[src/rtl/cam_pkg.sv]
// Shared definitions for the camera capture path and the frame buffer writer.
package cam_pkg;

  localparam int CAM_LINE_PIXELS = 640;
  localparam int CAM_COL_WIDTH   = 10;
  localparam int CAM_ROW_WIDTH   = 9;

  typedef enum logic [1:0] {
    IDLE,
    WAIT_VS,
    WAIT_START,
    ACTIVE
  } cam_state_e;

endpackage

[src/rtl/cam_sync_edge.sv]
// Two-flop synchronizer with a third aligned stage and registered rise/fall pulses.
module cam_sync_edge #(
  parameter int W = 1
) (
  input  logic         clk,
  input  logic         reset,
  input  logic [W-1:0] d,
  output logic [W-1:0] level,
  output logic [W-1:0] rise,
  output logic [W-1:0] fall
);

  logic [W-1:0] s1;
  logic [W-1:0] s2;

  // level, rise and fall all update on the same edge, so they stay aligned
  always_ff @(posedge clk or negedge reset) begin
    if (!reset) begin
      s1    <= '0;
      s2    <= '0;
      level <= '0;
      rise  <= '0;
      fall  <= '0;
    end else begin
      s1    <= d;
      s2    <= s1;
      level <= s2;
      rise  <= s2 & ~level;
      fall  <= ~s2 & level;
    end
  end

endmodule

[src/rtl/cam_pixel_capture.sv]
// Oversamples the parallel camera bus, packs byte pairs into RGB565 pixels
// and presents them on a single-entry valid/ready output register.
module cam_pixel_capture
  import cam_pkg::*;
#(
  parameter int LINE_PIXELS = CAM_LINE_PIXELS,
  parameter int COL_WIDTH   = CAM_COL_WIDTH,
  parameter int ROW_WIDTH   = CAM_ROW_WIDTH
) (
  input  logic                 clk,
  input  logic                 reset,
  input  logic                 enable,
  input  logic                 cam_pclk,
  input  logic                 cam_vsync,
  input  logic                 cam_href,
  input  logic [7:0]           cam_data,
  output logic [15:0]          pix_data,
  output logic                 pix_valid,
  input  logic                 pix_ready,
  output logic                 pix_sof,
  output logic                 pix_eol,
  output logic                 frame_done,
  output logic [ROW_WIDTH-1:0] line_count,
  output logic                 overflow,
  input  logic                 clear_ovf,
  output cam_state_e           fsm_state
);

  localparam logic [COL_WIDTH-1:0] COL_LAST = COL_WIDTH'(LINE_PIXELS - 1);

  logic       pclk_level, pclk_rise, pclk_fall;
  logic       vs_level, vs_rise, vs_fall;
  logic       href_level, href_rise, href_fall;
  logic [7:0] data_level, data_rise, data_fall;
  logic       unused_edges;

  cam_sync_edge #(.W(1)) u_sync_pclk (.clk(clk), .reset(reset), .d(cam_pclk),
    .level(pclk_level), .rise(pclk_rise), .fall(pclk_fall));
  cam_sync_edge #(.W(1)) u_sync_vsync (.clk(clk), .reset(reset), .d(cam_vsync),
    .level(vs_level), .rise(vs_rise), .fall(vs_fall));
  cam_sync_edge #(.W(1)) u_sync_href (.clk(clk), .reset(reset), .d(cam_href),
    .level(href_level), .rise(href_rise), .fall(href_fall));
  cam_sync_edge #(.W(8)) u_sync_data (.clk(clk), .reset(reset), .d(cam_data),
    .level(data_level), .rise(data_rise), .fall(data_fall));

  assign unused_edges = ^{pclk_level, pclk_fall, href_rise, data_rise, data_fall};

  cam_state_e state_q, state_d;
  logic       start_frame;

  always_ff @(posedge clk or negedge reset) begin
    if (!reset) state_q <= IDLE;
    else        state_q <= state_d;
  end

  always_comb begin
    state_d     = state_q;
    start_frame = 1'b0;
    frame_done  = 1'b0;
    case (state_q)
      IDLE:       if (enable) state_d = WAIT_VS;
      WAIT_VS:    if (vs_level) state_d = WAIT_START;
      WAIT_START: if (vs_fall) begin
        start_frame = 1'b1;
        state_d     = ACTIVE;
      end
      ACTIVE:     if (vs_rise) begin
        frame_done = 1'b1;
        state_d    = enable ? WAIT_START : IDLE;
      end
      default:    state_d = IDLE;
    endcase
  end

  assign fsm_state = state_q;

  logic                 phase;
  logic [7:0]           hi_byte;
  logic [COL_WIDTH-1:0] col;
  logic                 sof_pending;
  logic                 byte_tick, pix_form, line_end, load, drop;

  assign byte_tick = (state_q == ACTIVE) && pclk_rise && href_level;
  assign pix_form  = byte_tick && phase;
  assign line_end  = (state_q == ACTIVE) && href_fall;

  // pix_valid/pix_ready: a pixel transfers in any cycle where both are high;
  // once pix_valid rises, it and the payload hold until that transfer cycle.
  assign load = pix_form && (!pix_valid || pix_ready);
  assign drop = pix_form && pix_valid && !pix_ready;

  always_ff @(posedge clk or negedge reset) begin
    if (!reset) begin
      phase       <= 1'b0;
      hi_byte     <= '0;
      col         <= '0;
      sof_pending <= 1'b0;
      line_count  <= '0;
      pix_valid   <= 1'b0;
      pix_data    <= '0;
      pix_sof     <= 1'b0;
      pix_eol     <= 1'b0;
      overflow    <= 1'b0;
    end else begin
      if (start_frame) begin
        line_count  <= '0;
        col         <= '0;
        phase       <= 1'b0;
        sof_pending <= 1'b1;
      end else if (line_end) begin
        // a line with only an odd leftover byte still counts; the byte is discarded
        if (col != '0 || phase) line_count <= line_count + 1'b1;
        col   <= '0;
        phase <= 1'b0;
      end else if (byte_tick) begin
        phase <= ~phase;
        if (!phase) begin
          hi_byte <= data_level;
        end else begin
          sof_pending <= 1'b0;
          if (col != COL_LAST) col <= col + 1'b1;
        end
      end

      if (load) begin
        pix_valid <= 1'b1;
        pix_data  <= {hi_byte, data_level};
        pix_sof   <= sof_pending;
        pix_eol   <= (col == COL_LAST);
      end else if (pix_valid && pix_ready) begin
        pix_valid <= 1'b0;
      end

      if (drop)           overflow <= 1'b1;
      else if (clear_ovf) overflow <= 1'b0;
    end
  end

endmodule

[config.mk]
export PLATFORM = sky130hd
export DESIGN_NAME = cam_pixel_capture
export DESIGN_NICKNAME = d
export VERILOG_FILES = /design/src/rtl/cam_pkg.sv /design/src/rtl/cam_sync_edge.sv /design/src/rtl/cam_pixel_capture.sv
export SDC_FILE = /design/constraint.sdc
export NUM_CORES = 1
export LEC_CHECK = 0
export ABC_CLOCK_PERIOD_IN_PS = 2650
export CORE_MARGIN = 2
export CORE_UTILIZATION = 45
export CTS_CLUSTER_SIZE = 24
export DETAILED_ROUTE_END_ITERATION = 7
export PLACE_DENSITY = 0.77
export SETUP_SLACK_MARGIN = 0.1
export SLEW_MARGIN = 10
export SYNTH_ARGS = -nofsm -noshare
export SYNTH_HDL_FRONTEND = slang
export SYNTH_SLANG_ARGS = --single-unit
export TNS_END_PERCENT = 10
[constraint.sdc]
create_clock -name clk -period 2.65 [get_ports clk]
set_input_delay 0.53 -clock clk [delete_from_list [all_inputs] [get_ports clk]]
set_output_delay 0.53 -clock clk [all_outputs]
set_load 0.01 [all_outputs]
; After elaboration in Yosys (flattened, before gate mapping)
; Index checks and enable logic that the tools add are counted.
[word_totals]
reg_bits = 88
in_bits = 16
word_cells = 107
[op_classes]
addsub = 2
n_eq_ne = 10
mux = 29
bitwise_logic = 11
reduce_logical = 28
[ops]
columns = cell, n
row1 = 10-bit 2-to-1 mux, 5
row2 = 9-bit 2-to-1 mux, 3
row3 = 1-bit 2-to-1 mux, 15
row4 = 2-bit nonzero test, 6
row5 = "10-bit by 1-bit adder with 10-bit output, second input constant", 1
row6 = "10-bit == test, second input constant", 1
row7 = 2-bit 2-to-1 mux, 5
row8 = "10-bit != test, second input constant", 1
row9 = 10-bit nonzero test, 1
row10 = "9-bit by 1-bit adder with 9-bit output, second input constant", 1
row11 = 3-bit nonzero test, 3
row12 = 1-bit logical AND, 8
row13 = 2-bit one-hot mux with 4 select lines, 1
row14 = 4-bit AND reduction, 2
row15 = 1-bit NOT, 7
row16 = "2-bit by 1-bit != test with 1-bit output, second input constant", 3
row17 = 3-bit AND reduction, 2
row18 = 1-bit AND, 4
row19 = "2-bit == test, second input constant", 2
row20 = "2-bit != test, second input constant", 2
row21 = "2-bit by 1-bit == test with 1-bit output, second input constant", 1
row22 = 1-bit logical NOT, 2
row23 = 2-bit logical NOT, 1
row24 = 1-bit logical OR, 2
row25 = 2-bit AND reduction, 1

; Depth between registers and ports, before layout
[logic_depth]
word_depth = 7
depth_mapped = 7
ltp_nobuf = 6

; Hierarchy
; From an unflattened synthesis, not the netlist that was laid out.
[unflattened]
hier_cells = 282
hier_area_um2 = 3967.6
[modules_own_cells]
columns = module, n_inst, cells_each, area_per_inst_um2, seq_area_each_um2
row1 = cam_pixel_capture, 1, 205, 2406.1, 1276.2
row2 = cam_sync_edge (u_sync_data), 1, 56, 1141.1, 1001.0
row3 = cam_sync_edge (u_sync_href ...), 3, 7, 140.1, 125.1

; Least setup slack after synthesis
; No wires, ideal clock.
[synth_timing]
path_kind = register -> register
start = register state_q[0], in the netlist fsm_state[0]
end = register hi_byte[0]
setup_ns = 0.125
arrival_ns = 1.814
t_required_ns = 2.525
setup_slack_ns = 0.712
path_stages_with_launch = 7
synth_period_minus_slack_ns = 1.938
cell_sequence = dfrtp_1 -> buf_6 -> mux2_4 -> and2_4 -> buf_6 -> nor3b_4 -> mux2_2
[synth_between]
elab_chain_len = 4
word_cells_on_any_way = 9
cone_classes = eq/ne: 2 / mux: 1 / bitwise: 2 / reduce/logical: 4
[synth_lines]
columns = item, line
row1 = "start, declared", cam_pixel_capture.sv:48  ; cam_state_e state_q, state_d;
row2 = "start signal, assigned", cam_pixel_capture.sv:53  ; else state_q <= state_d;
row3 = 2-bit == test (on tied branches), "cam_pixel_capture.sv:60, cam_pixel_capture.sv:83, cam_pixel_capture.sv:85"
row4 = 1-bit 2-to-1 mux (tied with other cells), cam_pixel_capture.sv:60  ; case (state_q)
row5 = 1-bit NOT (no source line) or 1-bit logical AND (tied branches), n/a
row6 = 4-bit AND reduction (no source line) (*), n/a
row7 = "end signal, assigned", cam_pixel_capture.sv:118  ; hi_byte <= data_level;
row8 = "end, declared", cam_pixel_capture.sv:78  ; logic [7:0] hi_byte;
; Every way passes the cells marked *; elsewhere a longest branch is shown, timed or not.
; A chain may end at the register's enable or synchronous reset.

; Worst setup path after layout
[layout_timing]
start = register state_q[1], in the netlist fsm_state[1]
end = output frame_done
[layout_between]
elab_chain_len = 2
[layout_lines]
columns = item, line
row1 = 2-bit == test, cam_pixel_capture.sv:60
row2 = 1-bit 2-to-1 mux, cam_pixel_capture.sv:60
row3 = "end, declared", cam_pixel_capture.sv:22  ; output logic frame_done,
; Every way passes these cells.

==> impl_metrics.tcl <==
set metrics [dict create \
    status "finished clean" \
    yosysTopAreaCell "dfrtp_1" \
    drt-initial-drc-count 201 \
    pwr-share-comb 0.240 \
    r2r-start "fsm_state[0]" \
    setup_viol 0 \
    finalClockSkew_ns 0.00881 \
    n_antenna_cell 0 \
    grt_usage 0.155 \
    path_max_fanout 12 \
    use_met1 0.204 \
    required_ns 2.12 \
    synth_area_per_cell_um2 13.6 \
    layout.nets 315 \
    clk_path_buf_depth 2 \
    synthDominantCellAreaShare 0.663 \
    finalCritPeriodShare 0.829 \
    yosys.cell_count.top_type "dfrtp_1" \
    syn2layout_area_growth_pct 23.3 \
    ir_worst_vdd_mv 0.488 \
    rsz0062_at_grt "no" \
    post_dp_cell_area_um2 3890 \
    netlist_instances 245 \
    cts_buffers 9 \
    syn-cell-area_um2 3320 \
    setup_tns_ns 0 \
    crit_path_end "frame_done" \
    critPathLaunchType "flop" \
    ios 48 \
    grt-ovfl-total 0 \
    power_switching_uw 1040 \
    postCtsHoldBufs 0 \
    drive_above_1_share 0.159 \
    tightestPinTransition_ns 0.512 \
    htreeDepth 3 \
    async_flop_share 1.00 \
    seq_area_frac_synth 0.663 \
    top_usage_layer "met2" \
    viasPerCell 5.33 \
    synth-seq-cells 88 \
    firstDrtPassIters 5 \
    crit_arrival_ns 1.67 \
    core_um2 7210 \
    final_hold_viol_count 0 \
    dieHeight_um 89.9 \
    p_int_uw 2540 \
    cts_sinks 88 \
    synth_nets 264 \
    place_congestion 0.826 \
    grt_pass1_vias 2160 \
    r2r-end "hi_byte[0]" \
    synthTopCellsByArea "dfrtp_1, mux2_2, a21oi_1" \
    cts_root_buf "clkbuf_8" \
    wl_per_cell_um 14.1 \
    cp-end-kind "primary output" \
    r2r_setup_slack_ns 0.55 \
    clk_pin_slew_ns 0.09 \
    antenna_left 0 \
    synthFlopType "dfrtp_1" \
    rows 31 \
    synth_warnings 0 \
    maxSlewViolCount 0 \
    p_total_uw 3580 \
    drcViolationCount 0 \
    postCtsSetupBuffers 0 \
    power_frac_seq 0.498 \
    power.share.clock 0.261 \
    postCtsResizedCells 0 \
    stdcell_area_um2 4100 \
    grt_max_degree 62 \
    fin_crit_ns 2.20 \
    dr_total_vias 2132 \
    use_met2 0.235 \
    dp.cells 384 \
    dieArea_um2 8090 \
    reg2reg_depth 4 \
    leakagePower_uw 0.00177 \
    dp_hpwl_mm 3.78 \
    powerDensity_nw_per_um2 873 \
    grt_pass1_wl_mm 10.0 \
    hp-class "in2async" \
    critPathLaunch "fsm_state[1]" \
    fmax_ghz 0.455 \
    wl_mm 5.65 \
    synth_edf_count 0 \
    synth_cell_type_count 39 \
    antenna_found_initial 0 \
    use_met3 0.0411 \
    synth_common_cells "dfrtp_1, mux2_2, nand2_1, a21oi_1, o21ai_0" \
    fin_cells 400 \
    clk_latency_ns 0.35 \
    portBuffers 47 \
    start_util 0.461 \
    slew_headroom 0.657 \
    p_sw_frac 0.289 \
    critPathKind "reg2out" \
    die_w_um 89.9 \
    cap_violations 0 \
    cts_tree "yes" \
]
through the flow:
stage / util / hold WS [ns] / setup WS [ns]
floorplan: - / 0.234 / 0.712
global route: 0.568 / 0.0903 / 0.365
CTS: 0.568 / 0.0774 / 0.446
finish: 0.568 / 0.0743 / 0.454
detailed placement: 0.540 / 0.335 / 0.513
global placement: 0.540 / 0.332 / 0.548
flip-flops by register name, indices dropped and copies added (netlist names), 2 cells and up:
signal and flops:
fsm_state 2, col 10, hi_byte 8, u_sync_data.s1 8, line_count 9, u_sync_data.level 8, u_sync_data.s2 8, pix_data 16
power by group through the flow:
stage          combinational, uW  sequential [uW]  clock [uW]
2_1_floorplan                458             1790           0
3_3_place_gp                 846             1800           0
3_5_place_dp                 868             1810           0
4_1_cts                      873             1790         961
5_1_grt                      940             1830        1020
6_report                     860             1780         934
cell type report:
| cell class | count | area, um2 |
|---|---|---|
| Clock buffer | 11 | 141 |
| Clock inverter | 5 | 63.8 |
| Fill cell | 612 | 3120 |
| Inverter | 8 | 30.0 |
| Multi-Input combinational cell | 139 | 1030 |
| Sequential cell | 88 | 2200 |
| Tap cell | 99 | 124 |
| Timing Repair Buffer | 50 | 503 |
routing by layer:
layer,share of wire,up-vias
met4,0.023,0
met1,0.44,1061
met3,0.049,11
met2,0.49,60
met5,0,-
li1,-,1000
critical path, stage by stage (launching register included):
cell and delay (ns):
dfrtp_1 0.57, and3_1 0.22, clkdlybuf4s50_1 0.53
worst min path at each step:
stage / startpoint / to / slack, ns / cells after the start
6_report: reset / pix_data[13] / 0.07 / 1
5_1_grt: reset / u_sync_data.level[5] / 0.09 / 1
4_1_cts: reset / pix_data[13] / 0.08 / 1
3_5_place_dp: u_sync_data.s1[2] / u_sync_data.s2[2] / 0.33 / 0
3_3_place_gp: u_sync_pclk.s1 / u_sync_pclk.s2 / 0.33 / 0
2_1_floorplan: reset / col[0] / 0.23 / 0
cells in the final DEF, fill, tap and decap left out, drive strengths merged, types with 3 or more instances in the layout:
master,instances
o31ai,4
clkbuf,11
and4,4
dfrtp,88
nor2b,4
o311ai,3
inv,10
ha,3
clkdlybuf4s50,46
nand3,9
o21ai,11
nand4,8
nand2b,3
or3,8
mux2,26
buf,4
nor2,6
a21oi,12
o41ai,3
nand2,13
or4,4
cell families after synthesis:
logic type               Yosys count  share of synthesized area
buffers and inverters             18                     0.0264
adder cells (fa/ha/maj)            3                     0.0113
multiplexers                      27                     0.0971
AO/OA/AOI/OAI                     39                     0.0738
XOR/XNOR                           2                    0.00527
flip-flops                        88                      0.663
AND/OR/NAND/NOR                   68                      0.123
Power figures use the tool's default switching activity.
